File: src/rtl/booth_digit_decoder_pkg.sv
// Shared definitions for the radix-4 Booth digit decoder:
// Booth code constants, FSM state encoding and the result-width helper.
package booth_digit_decoder_pkg;

    // Legal radix-4 Booth codes: bit2 = sign, bits1:0 = magnitude
    localparam logic [2:0] ZERO = 3'b000;
    localparam logic [2:0] POS1 = 3'b001;
    localparam logic [2:0] POS2 = 3'b010;
    localparam logic [2:0] NEG1 = 3'b101;
    localparam logic [2:0] NEG2 = 3'b110;

    typedef enum logic [1:0] {
        IDLE  = 2'd0,
        ACCUM = 2'd1,
        DONE  = 2'd2
    } state_t;

    // Each radix-4 digit carries two bits of weight
    function automatic int booth_width(input int num_digits);
        return 2 * num_digits;
    endfunction

endpackage

File: src/rtl/booth_digit_value.sv
// Combinational map from a 3-bit Booth code to its signed value (-2..+2)
// plus a flag for the three codes that have no meaning (011, 100, 111).
module booth_digit_value
    import booth_digit_decoder_pkg::*;
(
    input  logic              [2:0] code,
    output logic signed       [2:0] value,
    output logic                    illegal
);

    // Decode the code; illegal codes map to zero so they never disturb a sum
    always_comb begin
        value   = 3'sd0;
        illegal = 1'b0;
        case (code)
            ZERO:    value = 3'sd0;
            POS1:    value = 3'sd1;
            POS2:    value = 3'sd2;
            NEG1:    value = -3'sd1;
            NEG2:    value = -3'sd2;
            default: illegal = 1'b1;
        endcase
    end

endmodule

File: src/rtl/booth_digit_decoder.sv
// Radix-4 Booth digit decoder: accepts NUM_DIGITS Booth codes LSB-first,
// accumulates sum(d_i * 4^i) modulo 2^W and presents the word with a
// valid/ready handshake.
// Optional feature macro: BOOTH_DEC_ERR_EN adds result_err, a sticky flag
// raised when any code in the frame was illegal.
module booth_digit_decoder
    import booth_digit_decoder_pkg::*;
#(
    parameter int NUM_DIGITS = 3,
    parameter int W          = booth_width(NUM_DIGITS)
) (
    input  logic         clk,
    input  logic         rst,
    input  logic         flush,
    input  logic         digit_valid,
    output logic         digit_ready,
    input  logic [2:0]   digit,
    output logic         result_valid,
    input  logic         result_ready,
    output logic [W-1:0] result
`ifdef BOOTH_DEC_ERR_EN
    ,
    output logic         result_err
`endif
);

    localparam int CW = $clog2(NUM_DIGITS + 1);

    state_t          state_reg, state_next;
    logic [W-1:0]    acc_reg, acc_next;
    logic [CW-1:0]   count_reg, count_next;
`ifdef BOOTH_DEC_ERR_EN
    logic            err_reg, err_next;
`endif

    logic signed [2:0] digit_value;
    logic              digit_illegal;
    logic [W-1:0]      value_ext;
    logic [W-1:0]      term;
    logic              digit_fire;
    logic              last_digit;

    booth_digit_value u_value (
        .code    (digit),
        .value   (digit_value),
        .illegal (digit_illegal)
    );

    // Sign-extend the digit to W bits and weight it by 4^count (shift by 2*count);
    // illegal codes are forced to contribute nothing
    assign value_ext  = {{(W-3){digit_value[2]}}, digit_value};
    assign term       = digit_illegal ? '0 : (value_ext << {count_reg, 1'b0});
    assign digit_fire = digit_valid && digit_ready;
    assign last_digit = (count_reg == CW'(NUM_DIGITS - 1));

    assign digit_ready  = (state_reg != DONE);
    assign result_valid = (state_reg == DONE);
    assign result       = acc_reg;
`ifdef BOOTH_DEC_ERR_EN
    assign result_err   = err_reg;
`endif

    // State, accumulator, digit counter and error flag registers
    always_ff @(posedge clk or posedge rst) begin
        if (rst) begin
            state_reg <= IDLE;
            acc_reg   <= '0;
            count_reg <= '0;
`ifdef BOOTH_DEC_ERR_EN
            err_reg   <= 1'b0;
`endif
        end else begin
            state_reg <= state_next;
            acc_reg   <= acc_next;
            count_reg <= count_next;
`ifdef BOOTH_DEC_ERR_EN
            err_reg   <= err_next;
`endif
        end
    end

    // Next-state logic: flush wins over everything, otherwise accumulate or drain
    always_comb begin
        state_next = state_reg;
        acc_next   = acc_reg;
        count_next = count_reg;
`ifdef BOOTH_DEC_ERR_EN
        err_next   = err_reg;
`endif
        if (flush) begin
            state_next = IDLE;
            acc_next   = '0;
            count_next = '0;
`ifdef BOOTH_DEC_ERR_EN
            err_next   = 1'b0;
`endif
        end else begin
            case (state_reg)
                // IDLE holds acc = 0 and count = 0, so it shares ACCUM's datapath
                IDLE, ACCUM: begin
                    if (digit_fire) begin
                        acc_next   = acc_reg + term;
                        count_next = count_reg + CW'(1);
`ifdef BOOTH_DEC_ERR_EN
                        err_next   = err_reg | digit_illegal;
`endif
                        state_next = last_digit ? DONE : ACCUM;
                    end
                end
                DONE: begin
                    if (result_ready) begin
                        state_next = IDLE;
                        acc_next   = '0;
                        count_next = '0;
`ifdef BOOTH_DEC_ERR_EN
                        err_next   = 1'b0;
`endif
                    end
                end
                default: begin
                    state_next = IDLE;
                    acc_next   = '0;
                    count_next = '0;
`ifdef BOOTH_DEC_ERR_EN
                    err_next   = 1'b0;
`endif
                end
            endcase
        end
    end

endmodule

File: config.mk
export PLATFORM = sky130hd
export DESIGN_NAME = booth_digit_decoder
export DESIGN_NICKNAME = d
export VERILOG_FILES = /design/src/rtl/booth_digit_decoder_pkg.sv /design/src/rtl/booth_digit_value.sv /design/src/rtl/booth_digit_decoder.sv
export SDC_FILE = /design/constraint.sdc
export NUM_CORES = 1
export LEC_CHECK = 0
export BUFFER_PORTS_ARGS = -buffer_cell sky130_fd_sc_hd__buf_2
export CAP_MARGIN = 30
export CORE_MARGIN = 1.5
export CORE_UTILIZATION = 46
export CTS_CLUSTER_DIAMETER = 120
export DETAILED_ROUTE_END_ITERATION = 12
export PLACE_DENSITY = 0.8
export SLEW_MARGIN = 10
export SYNTH_ARGS = -nofsm -noshare
export SYNTH_HDL_FRONTEND = slang
export SYNTH_SLANG_ARGS = --single-unit
export TNS_END_PERCENT = 50
File: constraint.sdc
create_clock -name clk -period 2 [get_ports clk]
set_clock_uncertainty 0.1 [all_clocks]
set_input_delay 0.6 -clock clk [delete_from_list [all_inputs] [get_ports clk]]
set_output_delay 0.6 -clock clk [all_outputs]
set_load 0.03 [all_outputs]
-- Yosys cells after proc, flatten, opt, wreduce, memory -nomap -nowiden
Cells that the tools add are included.
- logic and storage cells: 36
- output and inout port bits: 8
- flip-flop bits (word level): 10
- equal/unequal tests: 10
- mux-type cells: 14
- shift operators: 1
- reductions and logical operators: 6
- $add $sub $neg: 2
- operators by type and width (kind ; number):
    $mux W6 ; 4
    $mux W2 ; 6
    $pmux W3 S4 ; 1
    $pmux W6 S2 ; 1
    $pmux W2 S2 ; 2
    $add A6 B6 Y6 ; 1
    $eq A3 B3 Y1 const B ; 2
    $shl A6 B3 Y6 ; 1
    $reduce_or A5 Y1 ; 1
    $eq A2 B2 Y1 const B ; 2
    $eq A3 B1 Y1 const B ; 1
    $eq A3 B2 Y1 const B ; 1
    $logic_not A3 Y1 ; 1
    $ne A3 B2 Y1 const B ; 1
    $ne A3 B3 Y1 const B ; 1
    $add A2 B1 Y2 const B ; 1
    $eq A2 B1 Y1 const B ; 1
    $logic_not A2 Y1 ; 1
    $ne A2 B2 Y1 const B ; 1
    $reduce_and A2 Y1 ; 1
    $reduce_or A2 Y1 ; 1
    $logic_and A1 B1 Y1 ; 1

-- Depth between registers and ports, before layout
Gate-level depths: netlist (run 1).
- depth in word-level cells: 8
- depth in mapped cells: 9
- mapped depth without buffers: 9

-- Cells and area by module
From an unflattened synthesis (run 1), not the netlist that was laid out.
- cells, all modules: 79
- area total of the unflattened synthesis: 728.2 um^2
- by module, submodules not included (module ; cells each ; area each (um^2) ; times used ; seq. area each (um^2)):
    booth_digit_decoder ; 71 ; 679.4 ; 1 ; 250.2
    booth_digit_value ; 8 ; 48.8 ; 1 ; 0.0

-- Worst setup path after synthesis (run 1)
Ideal clock, no wire load.
- path type: input-to-reg
- start point: input port digit[0]
- end point: register acc_reg[5], in the netlist result[5]
- path slack: -0.449 ns
- cell stages on the path: 9
- data arrival time: 2.227 ns
- setup time: 0.122 ns
- data required time: 1.778 ns
- path through: and2b_4 > a21oi_2 > nor3_1 > ha_1 > a21o_1 > a21oi_1 > o2bb2ai_1 > o21ai_0 > a32o_1
- longest elaborated chain between the ends: 8
- RTL lines (what ; RTL line ; RTL):
    start: declaration ; booth_digit_decoder.sv:17 ; input logic [2:0] digit,
    $eq A3 B3 Y1, or another cell as far along ; booth_digit_value.sv:15 ; case (code)
    $pmux W3 S4 ; booth_digit_value.sv:15 ;
    $shl A6 B3 Y6 ; booth_digit_decoder.sv:52 ; assign term = digit_illegal ? '0 : (value_ext << {count_reg, 1'b0});
    $mux W6 * ; booth_digit_decoder.sv:52 ;
    $add A6 B6 Y6 * ; booth_digit_decoder.sv:102 ; acc_next = acc_reg + term;
    $mux W6 * ; booth_digit_decoder.sv:101 ; if (digit_fire) begin
    $pmux W6 S2 * ; booth_digit_decoder.sv:98 ; case (state_reg)
    $mux W6 * ; booth_digit_decoder.sv:90 ; if (flush) begin
    end signal: assignment ; booth_digit_decoder.sv:74 ; acc_reg <= acc_next;
    end: declaration ; booth_digit_decoder.sv:30 ; logic [W-1:0] acc_reg, acc_next;
Every way passes the cells marked *; elsewhere a longest branch is shown, timed or not. The select of a mux whose other input is x is not followed.
A chain may end at the register's enable or synchronous reset.

-- Final worst setup path (run 1)
Same ends and word-level chain as after synthesis.

==> impl_summary.md, run 1 <==
Cells and area
The filler cell count in the final layout is roughly 100. Relative to the synthesized area, the layout overhead comes to 40.40%. The flip-flop count of the largest register after layout is 6.

The design area is around 960 sq um. For this run, the number of standard cells in the final layout without fillers is approximately 120. The net count of the finished layout is about 120. The layout cell share with drive strength beyond 1 is 0.4151.

The repair_antennas step left the layout with diodes totalling 0.

Run status
The flow ran to the end, but the final reports show violations. The final reports fail on setup timing.

Critical path
Data on the critical path is required at its endpoint by just over 2 ns. The startpoint of the most critical setup path is digit[0]. The worst setup path is of the input pin to flip-flop kind. In this design, the largest share of critical-path delay is due to compound AO/OA/AOI/OAI gates.

STA classifies the critical path startpoint as an input pin. The critical path goes through buf_6 > and2b_4 > a21oi_4 > nor3_2 > ha_1 > a21o_1 > a21oi_2 > o2bb2ai_2 > o21ai_1 > a32o_1. The register-to-register setup slack is -0.11 ns.

Among all stages on the critical path, the largest delay is contributed by sky130_fd_sc_hd__and2b_4. The count of buffer and inverter cells on the critical path is 1. The worst path arrival time is about 2.3 ns.

In this run the number of cells on the critical path is 10. The peak per-stage delay on the critical path is roughly 0.28 ns. The endpoint of the worst register-to-register path is result[5]. The startpoint identified for the worst register-to-register timing path is count_reg[0]. The largest fanout on the critical path is 4. The worst-case reg-to-reg path depth is 8. STA classifies the critical path endpoint as a flip-flop. The most critical setup path has its endpoint at result[5].

Hold path
The min-delay analysis places its worst path in the category input pin to asynchronous set/reset pin.

Synthesis
Of the post-synthesis cell area, the dominant cell type holds 0.3656. Synthesis handed over a netlist of 75 instances. A synthesized cell averages slightly above 9 sq um. Counting flops with a built-in enable in the synthesized netlist gives 0. The post-synthesis net count is 90. The cell area after synthesis is 684.4 sq um. By area the synthesized netlist is led by sky130_fd_sc_hd__dfrtp_1 (37%), sky130_fd_sc_hd__ha_1 (11%), sky130_fd_sc_hd__o21ai_0 (5.9%). The sequential-to-total area share from yosys stat is 0.3656. Counting flops and latches in the post-synthesis netlist gives 10.

The Yosys step of the flow raised 0 warnings. In the synthesized netlist, the cells that appear most often are sky130_fd_sc_hd__dfrtp_1 (10), sky130_fd_sc_hd__nand2_1 (9), sky130_fd_sc_hd__o21ai_0 (8). The post-synthesis cell type with the largest combined area is sky130_fd_sc_hd__dfrtp_1.

The leading register cell type out of synthesis is sky130_fd_sc_hd__dfrtp_1. The netlist uses 29 different library cells. sky130_fd_sc_hd__dfrtp_1 is the most common cell in the netlist. The async set-or-reset flop fraction in the synthesized netlist is 1.000.

Pwr
Of the total power, combinational logic draws 0.350. Of the total power, registers draw 0.416. The internal power of the cells totals approximately 0.38 mW.

In this run the static leakage power is slightly below 0.5 nW. For this design the ratio of total power to cell area is roughly 590 nW/um^2. Of the total power, the share spent switching nets is 0.3287. Summed over all nets, the switching power comes to between 0.15 and 0.2 mW. The maximum vdd drop is roughly 0.00044 V. Of the total power, the clock network draws 0.235.

Clock network
In this run the clock root is driven by a sky130_fd_sc_hd__clkbuf_4. The maximum clock insertion buffer count is 2. The TritonCTS clock tree is done.

Clock-pin slew was measured on the worst setup and hold paths at about 0.060 ns. Counting the buffers created by CTS gives 3. The worst-skew pair later-pin latency is approximately 0.27 ns.

The sink count of the clock tree is 10. The post-cts hold buffer count is 0. In this run the number of H-tree levels came out at 1.

Timing
Dividing the final minimum period by the clock period gives 1.104. The number of slew-limit violations in the final report is 0. Adding up every negative setup slack in the final design gives -0.4056 ns. Timing would allow up to about 450 MHz. Setup repair after global routing could not meet its margin everywhere. The hold violation total from the final report came to 0. Counting I/O delays and the setup requirement, the final critical path takes roughly 2.2 ns.

The slew of the pin with the lowest slew margin is around 0.43 ns. The count of final setup violators is 3. The least setup slack across all paths after layout is -0.2081 ns.

The relative slew slack is 0.7057.

Place
The count of port buffers added during placement is 15. The routability congestion estimate from global placement is between 0.8 and 0.9. After detailed placement, the total cell area comes to a little under 900 sq um. After legalization and detailed placement, the total HPWL measured around 1.2 mm.

After detailed placement, the design holds a cell count of around 120.

Routing
Once detail routing completed, the nets flagged for antenna violations numbered 0. For this run, the detailed router's first-pass iteration total came to 4. Dividing the detail-routed wire length by the instance count gives approximately 13 microns. After detailed routing, the total wire length is 1.585 mm. The detailed-route DRC error count is 0. The via count is 650. The number of design-rule violations left by the first detailed-router iteration is 11. The via density per instance is between 5 and 6.

GRT
The met3 layer usage reported by global route is 0.07826. The met1 track utilization from global routing is 0.2767. The number of global-route vias before repair is around 630. The routing layer with the top usage in global route is met2. The total global routing overflow is 0. The global-route wire length before repair is 2.746 mm. Across every metal layer, demand over resource in global routing totals 0.2109. For met2 alone, demand over resource in global routing was 0.3250. The number of antenna violations at the first check in global routing is 0.

The maximum number of pins on one net before global-route repair is 11.

Floorplanning
In this run the horizontal extent of the chip is about 42 microns. The initial utilization of the core area, before any placement, comes to 0.5070. The full die area is 1728 sq um. The die is approximately 42 microns tall. The core footprint is between 1000 and 1500 sq um. The count of boundary I/O pins is 16.

The number of placement rows is 13.

Flow run
Max-cap violations in this run came to 0.
[worst min path at each step]
| stage | start | cells after the start | endpoint |
|---|---|---|---|
| global route | rst | 2 | count_reg[1] |
| CTS | rst | 2 | state_reg[1] |
| global placement | result[5] | 1 | result[5] |
| floorplan | rst | 1 | count_reg[0] |
| detailed placement | result[5] | 1 | result[5] |
| finish | rst | 2 | result[0] |
[cell type report]
class / count / area (sq um) / area share
timing repair buffer: 30 / 200.2 / 0.2083
multi-input combinational: 59 / 454.2 / 0.4727
tap: 15 / 18.77 / 0.01953
sequential: 10 / 250.2 / 0.2604
inverter: 4 / 15.01 / 0.01562
clock buffer: 3 / 22.52 / 0.02344
[power groups by stage]
stage          Combinational, mW  Clock, mW  Sequential, mW
2_1_floorplan             0.0935          0           0.253
3_3_place_gp               0.179          0           0.240
3_5_place_dp               0.183          0           0.241
4_1_cts                    0.192      0.140           0.238
5_1_grt                    0.221      0.145           0.240
6_report                   0.200      0.134           0.238
[timing repair]
| action | 4_1_cts | 5_1_grt |
|---|---|---|
| setup buffers | 0 | 1 |
| gates cloned | 0 | 0 |
| pin swaps | 9 | 6 |
| resized for setup | 10 | 2 |
| setup endpoints to repair | 3 | 3 |
[per-stage QoR]
| stage | hold WS [ns] | setup slack (ns) | power [mW] | util |
|---|---|---|---|---|
| after CTS | 0.1956 | -0.1655 | 0.5698 | 0.6951 |
| final | 0.1868 | -0.2081 | 0.5716 | 0.7118 |
| after floorplan | 0.3402 | -0.3216 | 0.3468 | - |
| after detailed placement | 0.4172 | -0.5009 | 0.4241 | 0.6534 |
| after global placement | 0.3958 | -0.4538 | 0.4183 | 0.6534 |
| after global routing | 0.2364 | -0.2761 | 0.6062 | 0.7118 |
[kinds of logic (layout without fill, tap and decap cells)]
logic type | Yosys count | count (layout) | synth area share
compound gates | 25 | 25 | 0.2413
xor+xnor | 3 | 3 | 0.03840
fa+ha+maj | 7 | 7 | 0.1389
buf+inv | 6 | 37 | 0.03656
flops | 10 | 10 | 0.3656
simple gates | 24 | 24 | 0.1792
[cell usage in the layout, fill, tap and decap left out, types with 2 or more instances in the layout]
cell	n
sky130_fd_sc_hd__o21a_1	2
sky130_fd_sc_hd__a21oi_1	2
sky130_fd_sc_hd__a21o_1	2
sky130_fd_sc_hd__buf_6	2
sky130_fd_sc_hd__buf_4	15
sky130_fd_sc_hd__a21oi_2	2
sky130_fd_sc_hd__o21ai_1	3
sky130_fd_sc_hd__nand2_1	9
sky130_fd_sc_hd__nor2_1	5
sky130_fd_sc_hd__o21ai_0	5
sky130_fd_sc_hd__dfrtp_1	10
sky130_fd_sc_hd__clkbuf_4	3
sky130_fd_sc_hd__inv_1	4
sky130_fd_sc_hd__ha_1	6
sky130_fd_sc_hd__a22o_1	2
sky130_fd_sc_hd__buf_2	13
sky130_fd_sc_hd__nor3_1	2
[metal layers]
| metal | share of wire | vias to the layer above | wire, microns |
|---|---|---|---|
| li1 | - | 331 | - |
| met1 | 0.47 | 303 | 742 |
| met2 | 0.47 | 14 | 752 |
| met3 | 0.049 | 2 | 78 |
| met4 | 0.0076 | 0 | 12 |
| met5 | 0 | - | 0 |
(Power assumes the default switching activity.)
==> inputs of run 2 (changes only) <==
- CORE_UTILIZATION: 46 -> 48
- PLACE_DENSITY: 0.8 -> 0.79
- clock period: 2 -> 2.6 ns (I/O delays scaled with it)
==> impl_summary.md, run 2 (synthesized netlist as in run 1, its figures left out) <==
Run status
The run finished with clean final reports.

Routing
The via count is 612 (-5.8%). The total routed wirelength is 1.347 mm (-15%). The remaining antenna violation count is 0 (unchanged). The detailed-route DRC error count was 0 (unchanged). The number of design-rule violations left by the first detailed-router iteration is 11 (unchanged). The iteration count of the initial detailed-routing pass is 3 (-1). The via density per instance is 5.416 (+0.82%). The final routed wire length divided by cell count is 11.92 microns (-9.0%).

Floorplanning
The die extent in x is 40.76 microns (-1.9%). The number of placement rows came to 13 (unchanged). The count of boundary I/O pins is 16 (unchanged).

The initial core utilization is 0.5195 (+0.01252). The full die area is 1661 sq um (-3.9%). The vertical die dimension is 40.76 microns (-1.9%). The core footprint is 1318 sq um (-2.4%).

Clock network
TritonCTS built the clock tree. The clock transition at the registers of the reported paths was 0.07 ns (about the same). The sink count of the clock tree is 10 (unchanged). The post-cts hold buffer count is 0 (unchanged).

The post-CTS setup repair buffer count is 0 (unchanged). The worst-skew pair later-pin latency came to 0.27 ns (about the same). The CTS root buffer is sky130_fd_sc_hd__clkbuf_4. The total number of H-tree levels is 1 (unchanged). The number of CTS-inserted buffers came to 3 (unchanged). The number of gates given a new drive strength after cts is 0 (-10). The maximum clock insertion buffer count is 2 (unchanged).

Timing
The time the worst path needs with I/O delays and setup is approximately 2.4 ns. The relative slew slack is 0.6498 (-0.05589). Setup repair after global routing left no endpoint under its margin.

The final clock period utilization by the worst path is 0.9413. The least setup slack across all paths after layout is 0.1526 ns (+0.3607 ns). The highest clock rate is a little over 400 MHz.

The hold violation total from the final report is 0 (unchanged). The number of slew-limit violations in the final report is 0 (unchanged). The worst slack on hold paths is 0.3679 ns (+0.1810 ns). The slew of the pin with the lowest slew margin was 0.5233 ns (+0.09303 ns). The count of final setup violators is 0 (-3).

Critical path
The slowest stage of the critical path belongs to the cell sky130_fd_sc_hd__or3_1. The peak per-stage delay on the critical path is 0.32 ns (+0.04 ns). The worst path arrival time is 2.51 ns (+0.24 ns). The startpoint-to-endpoint class of the critical path is input pin to flip-flop. The required time at the worst-slack endpoint is 2.66 ns (+0.60 ns). The critical path goes through buf_2 > and2b_4 > a21oi_2 > nor3_2 > ha_1 > a21o_1 > a21oi_1 > o2bb2ai_1 > or3_1 > a32o_1. The register-to-register setup slack came to 0.44 ns (+0.55 ns). The largest fanout on the critical path was 4 (unchanged).

The element type at the critical path start is an input pin. The category of the worst setup path capture point is a flip-flop.

Cells and area
The area growth from synthesis to final layout is 24.86%. The layout cell share with drive strength beyond 1 is 0.2959 (-0.1192). The non-filler instance count after layout is 113 (-6.6%). In the layout the commonest cells are sky130_fd_sc_hd__buf_2 (15), sky130_fd_sc_hd__dfrtp_1 (10), sky130_fd_sc_hd__nand2_1 (9).

The antenna cell count is 0 (unchanged). The flip-flop count of the largest register after layout came to 6 (unchanged). The filler cell count in the final layout was 104 (+0.97%). The library cell used most frequently in the layout, excluding fill and tap cells, is sky130_fd_sc_hd__buf_2. The final net count came to 114 (-7.3%).

Pwr
The switching part of the total is 0.3068 (-0.02187). The sequential cell fraction of total power is 0.409 (-0.007). The power per cell area is 523.2 nW/um^2 (-12%).

The clock power share is 0.312 (+0.077). The leakage power summed over all cells came to 0.4514 nW (-9.3%). The total net switching power was 0.1372 mW (-27%).

The combinational cell fraction of total power is 0.278 (-0.072). The maximum vdd drop is 0.0003939 V (-11%). The cell internal power dissipation is 0.3099 mW (-19%).

Place
The routability congestion estimate from global placement came to 0.8027 (-3.9%). The cell count after placement is 109 (-6.8%). The count of port buffers added during placement is 15 (unchanged). The HPWL after detailed placement is 1.085 mm (-13%).

The pre-CTS setup slack is -0.1311 ns (+0.3699 ns).

Flow run
The max-cap violation count was 0 (unchanged).

GRT
The maximum number of pins on one net before global-route repair is 11 (unchanged). The combined global-route utilization of all metal layers came to 0.2137 (+0.002805). The number of antenna violations at the first check in global routing came to 0 (unchanged). The total global routing overflow is 0 (unchanged). The number of global-route vias before repair is 526 (-16%).

The global-route wire length before repair was 2.187 mm (-20%).

Hold path
The path type of the worst min-delay path is input pin to asynchronous set/reset pin.
run 2: cell count changes in the layout (fill, tap and decap cells not counted), moves of 2 or more:
cell                      before  now
sky130_fd_sc_hd__o21ai_1       3    1
sky130_fd_sc_hd__a21oi_1       2    4
sky130_fd_sc_hd__buf_2        13   15
sky130_fd_sc_hd__buf_6         2    0
sky130_fd_sc_hd__o21ai_0       5    8
sky130_fd_sc_hd__buf_4        15    6
run 2: critical path, delay by kind of cell:
family                   cells  cell delay (ns)
adder cells (fa/ha/maj)      1             0.28
buffers and inverters        1             0.12
AO/OA/AOI/OAI                5             0.77
AND/OR/NAND/NOR              3             0.55
run 2: stage by stage:
step	area, sq um	utilization	setup TNS (ns)	total power [mW]
floorplan	689.4	-	0	0.2653
global placement	818.3	0.6211	-0.09535	0.3078
detailed placement	818.3	0.6211	-0.2108	0.3113
CTS	854.6	0.6486	0	0.4522
global route	854.6	0.6486	0	0.4792
finish	854.6	0.6486	0	0.4471
run 2: cell type report:
cell class,instances,area [sq um],area share
clock buffers,4,36.28,0.04246
inverters,4,15.01,0.01757
flip-flops and latches,10,250.2,0.2928
multi-input cells,59,414.1,0.4846
well taps,15,18.77,0.02196
repair buffers,21,120.1,0.1406
run 2: worst paths after layout:
check / to / from / cells past startpoint
min in group clk: result[5] / result[5] / 1
max: result[5] / digit[1] / 10
min: count_reg[0] / rst / 2
max reg2reg: result[5] / count_reg[0] / 8
min reg2reg: result[5] / result[5] / 1
max in group asynchronous: state_reg[1] / rst / 2
run 2: layer usage:
| layer | part of all wire | GRT usage |
|---|---|---|
| met1 | 0.46 | 0.2610 |
| met2 | 0.48 | 0.3294 |
| met3 | 0.044 | 0.09783 |
| met4 | 0.016 | 0.07500 |
| met5 | 0 | 0 |
run 2: power groups by stage:
stage               combinational, mW  sequential (mW)  clock, mW
floorplan                      0.0704            0.195          0
global placement                0.122            0.186          0
detailed placement              0.125            0.186          0
CTS                             0.126            0.183      0.143
global route                    0.141            0.185      0.153
finish                          0.124            0.183      0.140
